--- src/rtl/fifo_stream_pkg.sv ---
// Shared defaults and width helpers for the FIFO read-side stream stage.
package fifo_stream_pkg;

    localparam int unsigned WIDTH_DEF     = 32;
    localparam int unsigned BURST_LEN_DEF = 16;
    localparam int unsigned BUF_DEPTH_DEF = 4;
    localparam int unsigned PKT_CNT_W_DEF = 16;

    // Bits needed to index n entries (0..n-1), never less than one.
    function automatic int unsigned idx_w(input int unsigned n);
        return (n <= 32'd1) ? 32'd1 : $clog2(n);
    endfunction

    // Bits needed to hold a count from 0 to n inclusive.
    function automatic int unsigned cnt_w(input int unsigned n);
        return $clog2(n + 32'd1);
    endfunction

endpackage

--- src/rtl/fifo_stream_reader_buf.sv ---
// Register-based circular buffer; pointers wrap by compare-to-max so any depth works.
module stream_buf
    import fifo_stream_pkg::*;
#(
    parameter  int unsigned WIDTH = WIDTH_DEF,
    parameter  int unsigned DEPTH = BUF_DEPTH_DEF,
    localparam int unsigned PTR_W = idx_w(DEPTH),
    localparam int unsigned OCC_W = cnt_w(DEPTH)
) (
    input  logic             clk,
    input  logic             reset,
    input  logic             i_push,
    input  logic [WIDTH-1:0] i_push_data,
    input  logic             i_pop,
    output logic [WIDTH-1:0] o_head,
    output logic [OCC_W-1:0] o_occ
);

    localparam logic [PTR_W-1:0] PTR_MAX = PTR_W'(DEPTH - 1);
    localparam logic [PTR_W-1:0] PTR_ONE = PTR_W'(1'b1);
    localparam logic [OCC_W-1:0] OCC_ONE = OCC_W'(1'b1);

    logic [WIDTH-1:0] r_mem [DEPTH];
    logic [PTR_W-1:0] r_wr_ptr;
    logic [PTR_W-1:0] r_rd_ptr;
    logic [OCC_W-1:0] r_occ;

    function automatic logic [PTR_W-1:0] ptr_inc(input logic [PTR_W-1:0] p);
        return (p == PTR_MAX) ? '0 : p + PTR_ONE;
    endfunction

    // Entry storage; cleared on reset so the idle head reads as zero.
    always_ff @(posedge clk or posedge reset) begin
        if (reset) begin
            for (int i = 0; i < DEPTH; i++) begin
                r_mem[i] <= '0;
            end
        end else if (i_push) begin
            r_mem[r_wr_ptr] <= i_push_data;
        end else begin
            r_mem <= r_mem;
        end
    end

    // Write/read pointers and occupancy.
    always_ff @(posedge clk or posedge reset) begin
        if (reset) begin
            r_wr_ptr <= '0;
            r_rd_ptr <= '0;
            r_occ    <= '0;
        end else begin
            r_wr_ptr <= i_push ? ptr_inc(r_wr_ptr) : r_wr_ptr;
            r_rd_ptr <= i_pop  ? ptr_inc(r_rd_ptr) : r_rd_ptr;
            case ({i_push, i_pop})
                2'b10:   r_occ <= r_occ + OCC_ONE;
                2'b01:   r_occ <= r_occ - OCC_ONE;
                default: r_occ <= r_occ;
            endcase
        end
    end

    assign o_head = r_mem[r_rd_ptr];
    assign o_occ  = r_occ;

endmodule

--- src/rtl/fifo_stream_reader.sv ---
// Drains a synchronous FIFO onto a valid/ready stream, absorbing the FIFO's
// one-cycle read latency and framing packets of BURST_LEN words.
module fifo_stream_reader
    import fifo_stream_pkg::*;
#(
    parameter int unsigned WIDTH     = WIDTH_DEF,
    parameter int unsigned BURST_LEN = BURST_LEN_DEF,
    parameter int unsigned BUF_DEPTH = BUF_DEPTH_DEF,
    parameter int unsigned PKT_CNT_W = PKT_CNT_W_DEF
) (
    input  logic                 clk,
    input  logic                 reset,
    input  logic                 en,
    input  logic                 fifo_empty,
    input  logic [WIDTH-1:0]     fifo_dout,
    output logic                 fifo_r_enb,
    output logic                 m_valid,
    input  logic                 m_ready,
    output logic [WIDTH-1:0]     m_data,
    output logic                 m_last,
    output logic [PKT_CNT_W-1:0] pkt_count,
    output logic                 busy
);

    localparam int unsigned OCC_W  = cnt_w(BUF_DEPTH);
    localparam int unsigned BEAT_W = idx_w(BURST_LEN);

    localparam logic [OCC_W:0]     ISSUE_LIM = (OCC_W + 1)'(BUF_DEPTH - 1);
    localparam logic [BEAT_W-1:0]  BEAT_MAX  = BEAT_W'(BURST_LEN - 1);
    localparam logic [BEAT_W-1:0]  BEAT_ONE  = BEAT_W'(1'b1);
    localparam logic [PKT_CNT_W-1:0] PKT_ONE = PKT_CNT_W'(1'b1);

    logic                 r_rd_q;
    logic [BEAT_W-1:0]    r_beat;
    logic [PKT_CNT_W-1:0] r_pkt_count;

    logic [OCC_W-1:0]     w_occ;
    logic [WIDTH-1:0]     w_head;
    logic [OCC_W:0]       w_pending;
    logic                 w_issue;
    logic                 w_valid;
    logic                 w_last;
    logic                 w_xfer;

    stream_buf #(
        .WIDTH (WIDTH),
        .DEPTH (BUF_DEPTH)
    ) u_buf (
        .clk         (clk),
        .reset       (reset),
        .i_push      (r_rd_q),
        .i_push_data (fifo_dout),
        .i_pop       (w_xfer),
        .o_head      (w_head),
        .o_occ       (w_occ)
    );

    // Words already buffered plus the one in flight; a same-cycle pop is ignored.
    assign w_pending = {1'b0, w_occ} + (OCC_W + 1)'(r_rd_q);

    // Read issue and stream status decode.
    always_comb begin
        w_issue = 1'b0;
        w_valid = 1'b0;
        w_last  = 1'b0;
        w_xfer  = 1'b0;
        if (en && !fifo_empty && (w_pending <= ISSUE_LIM)) begin
            w_issue = 1'b1;
        end else begin
            w_issue = 1'b0;
        end
        w_valid = (w_occ != '0);
        w_last  = w_valid && (r_beat == BEAT_MAX);
        w_xfer  = w_valid && m_ready;
    end

    // Read-latency tracker, beat position and completed-packet counter.
    always_ff @(posedge clk or posedge reset) begin
        if (reset) begin
            r_rd_q      <= 1'b0;
            r_beat      <= '0;
            r_pkt_count <= '0;
        end else begin
            r_rd_q <= w_issue;
            if (w_xfer) begin
                r_beat      <= w_last ? '0 : r_beat + BEAT_ONE;
                r_pkt_count <= w_last ? r_pkt_count + PKT_ONE : r_pkt_count;
            end else begin
                r_beat      <= r_beat;
                r_pkt_count <= r_pkt_count;
            end
        end
    end

    assign fifo_r_enb = w_issue;
    assign m_valid    = w_valid;
    assign m_data     = w_head;
    assign m_last     = w_last;
    assign pkt_count  = r_pkt_count;
    assign busy       = r_rd_q | w_valid;

endmodule

--- config.mk ---
export PLATFORM = sky130hd
export DESIGN_NAME = fifo_stream_reader
export DESIGN_NICKNAME = d
export VERILOG_FILES = /design/src/rtl/fifo_stream_pkg.sv /design/src/rtl/fifo_stream_reader_buf.sv /design/src/rtl/fifo_stream_reader.sv
export SDC_FILE = /design/constraint.sdc
export NUM_CORES = 1
export LEC_CHECK = 0
export ABC_AREA = 1
export CORE_MARGIN = 4
export CORE_UTILIZATION = 50
export DETAILED_ROUTE_END_ITERATION = 7
export PLACE_DENSITY = 0.76
export SYNTH_ARGS = -nofsm -noshare
export SYNTH_HDL_FRONTEND = slang
export SYNTH_SLANG_ARGS = --single-unit
--- constraint.sdc ---
create_clock -name clk -period 5.6 [get_ports clk]
set_clock_uncertainty 0.1 [all_clocks]
set_input_delay 1.4 -clock clk [delete_from_list [all_inputs] [get_ports clk]]
set_output_delay 1.4 -clock clk [all_outputs]
set_load 0.01 [all_outputs]
After elaboration in Yosys (flattened, before gate mapping)
Cells that the tools add are included.

Memory bits (writable): 0. Word-level logic and storage cells: 49. Bits in read-only memories: 0. Latch bits: 0. Memories kept: 0. Register bits: 156. Output and inout bits: 52.

Bitwise gates (word level): 3. Equality and inequality tests: 5. Reductions and logical operators: 9. Shifts and indexed selects: 0. Add/subtract/negate cells: 7. $mul: 0. Order comparisons: 4. Mux-type cells: 11. Div/mod/pow operators: 0.

Operators with widths (number): $bwmux 128 (1); $mux 32 (3); $bmux 32 s2 (1); $demux 32 s2 (1); $add 16x1->16 const B (1); $eq 2x2->1 const B (3); $ge 3x3->1 const B (2); $not 2->3 (2); $pmux 3 s2 (1); $logic_and 1x1->1 (5); $add 2x1->2 const B (2); $add 3x1->4 (1); $add 4x1->4 const B (1); $eq 4x4->1 const B (1); $le 4x2->1 const B (1); $mux 2 (2); $mux 4 (1); $add 3x1->3 const B (1); $lt 3x1->1 const B (1); $reduce_bool 3->1 (1); $sub 3x1->3 const B (1); $eq 2x1->1 const B (1); $reduce_and 2->1 (1); $reduce_bool 2->1 (1); other kinds (3) (3).

Depth between registers and ports, before layout
Word-level depth: 6. Gate-level depth with buffers: 10. Depth with buffers taken out: 10.

Cells and area by module
From an unflattened synthesis, not the netlist that was laid out.

Cells, all modules: 903. Area total of the unflattened synthesis: 7948.9 µm².

By module, submodules not included: stream_buf (area an instance 6707.7 µm², sequential area each 3378.2 µm², cells an instance 735, instances 1); fifo_stream_reader (area an instance 1241.2 µm², sequential area each 525.5 µm², cells an instance 168, instances 1).

Worst setup path before layout
OpenSTA, ideal clock, no wires.

Kind: in2out. From: input en. To: output fifo_r_enb. Stages on the path: 2. Arrival: 1.829 ns. Slack: 2.271 ns. Data required time: 4.100 ns. Path through: nand2_1 a311oi_1.

Cells in the longest elaborated chain, start to end: 3.

RTL lines: start, declared (line fifo_stream_reader.sv:13) `input logic en,`; $logic_and 1x1->1 (2 in a row) (line fifo_stream_reader.sv:67) `if (en && !fifo_empty && (w_pending <= ISSUE_LIM)) begin`; $mux 1 (line fifo_stream_reader.sv:67); end, declared (line fifo_stream_reader.sv:16) `output logic fifo_r_enb,`.

No other way between the ends.

Final worst setup path
Same ends and word-level chain as after synthesis.

==> impl_metrics.csv <==
group,metric,value,unit
floorplanning,chipHeight,126.6,um
global_route,overflow,0,
drt,wl_per_cell,14.39,um
drt,drt_wl_total,15580,um
synthesis,seq_area_frac_synth,55.53,%
sta,maxSlewViolCount,0,
clocking,cts_resized,0,
power_and_ir_drop,peakVddDrop,0.0002531,V
global_route,grt_max_degree,157,
finish,antenna-diode-count,0,
power_and_ir_drop,swShare,35.29,%
clocking,post_cts_buffers,0,
setup_path,startpoint_type,"input pin",
power_and_ir_drop,switching_power,1.775,mW
power_and_ir_drop,combPwrFrac,38.4,%
synthesis,syn_area,7030,um^2
sta,report.final.hold_viol_count,0,
clocking,numCtsBuffers,17,
drt,vias_per_cell,5.291,
floorplanning,fp.coreArea,13830,um^2
clocking,ctsLongestPathBuffers,2,
finish,nets,936,
sta,rsz0062_at_grt,"no",
synthesis,synth_top_area_share,55.53,%
finish,drive_gt1_share,5.759,%
synthesis,yosysTopAreaCell,"dfrtp_1",
synthesis,synth_cell_types,30,
setup_path,critPathKind,"input pin to output port",
setup_path,critical_path_arrival,2.76,ns
place,place_congestion,0.7464,
power_and_ir_drop,power.leakage,4.016,nW
drt,antenna_left,0,
power_and_ir_drop,power_frac_seq,38.6,%
status,status,"complete, no violations",
power_and_ir_drop,clkPwrFrac,23.1,%
sta,timing.fmax,234.7,MHz
synthesis,synthTopCellsByArea,"dfrtp_1 56%, o21ai_0 14%, nand2_1 11%, nor2_1 4.4%, o22ai_1 2.8%",
sta,worst_pin_slew,1.173,ns
power_and_ir_drop,powerDensity,588.0,nW/um^2
synthesis,synth_fp_nets,873,
finish,finalInstanceArea,8557,um^2
power_and_ir_drop,internal-power,3.256,mW
place,dp.cells,1051,
sta,post-route-worst-setup-slack,1.339,ns
place,post-place-ws,1.340,ns
global_route,grt_pass1_vias,5651,
finish,fin_cells,1083,
finish,finalCoreUtilization,61.89,%
setup_path,cp.required,4.10,ns
drt,initialDrtViolationCount,505,
place,port_buffers,88,
setup_path,worstReg2RegStart,"u_buf.o_occ[1]$_DFFE_PP0P_",
clocking,clock_sinks,156,
sta,maxSlewHeadroom,21.52,%
min_path,worstHoldPathType,"flop to flop",
floorplanning,initial_core_util,50.85,%
floorplanning,die_area,16020,um^2
clocking,cts-htree-levels,4,
drt,drc,0,
sta,fin_crit,4.261,ns
min_path,worstHoldStart,"u_buf.r_mem[60]$_DFFE_PP0P_",
clocking,clock_latency,0.42,ns
synthesis,avgSynthCellArea,8.501,um^2
drt,first_pass_iters,5,
clocking,cts_tree,"yes",
global_route,track_usage,20.48,%
floorplanning,rows,43,
clocking,cts_root_buffer,"clkbuf_16",
setup_path,endpoint_kind,"output port",
setup_path,startpoint,"en",
synthesis,synth_cells,827,
drt,via_count,5730,
floorplanning,ioPinCount,89,
flow_run,maxCapViolCount,0,
clocking,clk_pin_slew,0.06,ns
global_route,grt_first_pass_wirelength,26710,um
synthesis,ys.flop_type,"dfrtp_1",
place,place_area,7956,um^2
synthesis,yosysWarningCount,0,
setup_path,crit_fanout,2,
synthesis,synth-async-reset-ratio,100.0,%
place,dpl.hpwl,8920,um
sta,finalCritPeriodShare,76.09,%
synthesis,ys_ff_latch,156,
sta,setup_violations,0,
finish,syn_to_final_growth,21.71,%
clocking,holdBufCountCts,0,
sta,tns,0,ns
floorplanning,die_x,126.6,um
global_route,antenna_found_initial,0,
synthesis,synth-edff-count,0,
==> registers in the layout (all words and copies together) (netlist names) <==
signal	count
pkt_count	16
r_beat	4
r_rd_q	1
u_buf.o_occ	3
u_buf.r_mem	128
u_buf.r_rd_ptr	2
u_buf.r_wr_ptr	2
==> area by class of cell <==
cell class,count,area (um^2)
clock inverters,13,147.6
well taps,180,225.2
repair buffers,92,923.4
fillers,1210,5270
clock buffers,19,452.9
inverters,54,206.4
flip-flops and latches,156,3905
multi-input cells,569,2696
==> Yosys cell counts, drive strengths merged (4+ instances only) <==
cell and instances:
buf 24, clkbuf 24, dfrtp 156, ha 8, inv 53, nand2 214, nand3 9, nand3b 8
nor2 85, o21ai 202, o22ai 32, xor2 4
==> power groups by stage <==
| stage | Combinational (mW) | Clock [mW] | Sequential (mW) |
|---|---|---|---|
| 3_3_place_gp | 1.89 | 0 | 1.93 |
| 6_report | 1.93 | 1.16 | 1.94 |
| 4_1_cts | 1.96 | 1.18 | 1.94 |
| 5_1_grt | 2.19 | 1.23 | 2.01 |
| 2_1_floorplan | 1.20 | 0 | 1.88 |
| 3_5_place_dp | 1.95 | 0 | 1.94 |
==> worst max-delay path: stages <==
cell and delay, ns:
clkdlybuf4s50_1 0.45, nand2_1 0.05, a311oi_1 0.26, clkdlybuf4s50_1 0.60
==> metal layers <==
| metal | part of all wire [%] | GRT usage [%] | routed length [um] |
|---|---|---|---|
| met1 | 45 | 26.57 | 6989 |
| met2 | 48 | 33.06 | 7474 |
| met3 | 5.5 | 6.232 | 860 |
| met4 | 1.6 | 6.751 | 255 |
| met5 | 0 | 0 | 0 |
==> cells by family (layout without fill, tap and decap cells) <==
group,Yosys count,after routing,share of synthesized area (%)
xor+xnor,5,5,0.7298
compound gates,238,238,17.60
simple gates,317,317,18.21
fa+ha+maj,9,9,1.709
flops,156,156,55.53
buf+inv,102,178,6.229
==> layout by cell type (no fill, tap or decap), types with 2 or more instances in the layout <==
| cell | count |
|---|---|
| clkbuf_8 | 2 |
| bufinv_16 | 3 |
| clkdlybuf4s50_1 | 88 |
| nand3_1 | 8 |
| nand2_2 | 5 |
| o22ai_1 | 32 |
| nand2_1 | 208 |
| clkinv_2 | 7 |
| nor2_1 | 82 |
| clkbuf_16 | 17 |
| inv_2 | 3 |
| clkinvlp_4 | 4 |
| xor2_1 | 3 |
| nand3b_1 | 8 |
| nor2_2 | 2 |
| a21oi_1 | 2 |
| o21ai_0 | 202 |
| dfrtp_1 | 155 |
| inv_1 | 49 |
| buf_4 | 3 |
| ha_1 | 8 |
==> path summary, 6_finish.rpt <==
path                       slack [ns]                            end  cells past startpoint
hold reg to reg                  0.38    u_buf.r_mem[60]$_DFFE_PP0P_                      2
setup reg to reg                 3.40     u_buf.o_occ[2]$_DFFE_PP0P_                     10
max in group asynchronous        3.33  u_buf.r_rd_ptr[0]$_DFFE_PP0P_                      3
setup / recovery                 1.34                     fifo_r_enb                      4
min in group asynchronous        1.45     u_buf.o_occ[2]$_DFFE_PP0P_                      3
hold / removal                   0.38    u_buf.r_mem[60]$_DFFE_PP0P_                      2
==> metrics by stage <==
step | hold WS [ns] | power [mW]
floorplan | 0.3478 | 3.086
global placement | 0.3607 | 3.817
detailed placement | 0.3675 | 3.889
CTS | 0.3827 | 5.071
global route | 0.4023 | 5.430
finish | 0.3793 | 5.032
Power figures use the tool's default switching activity.
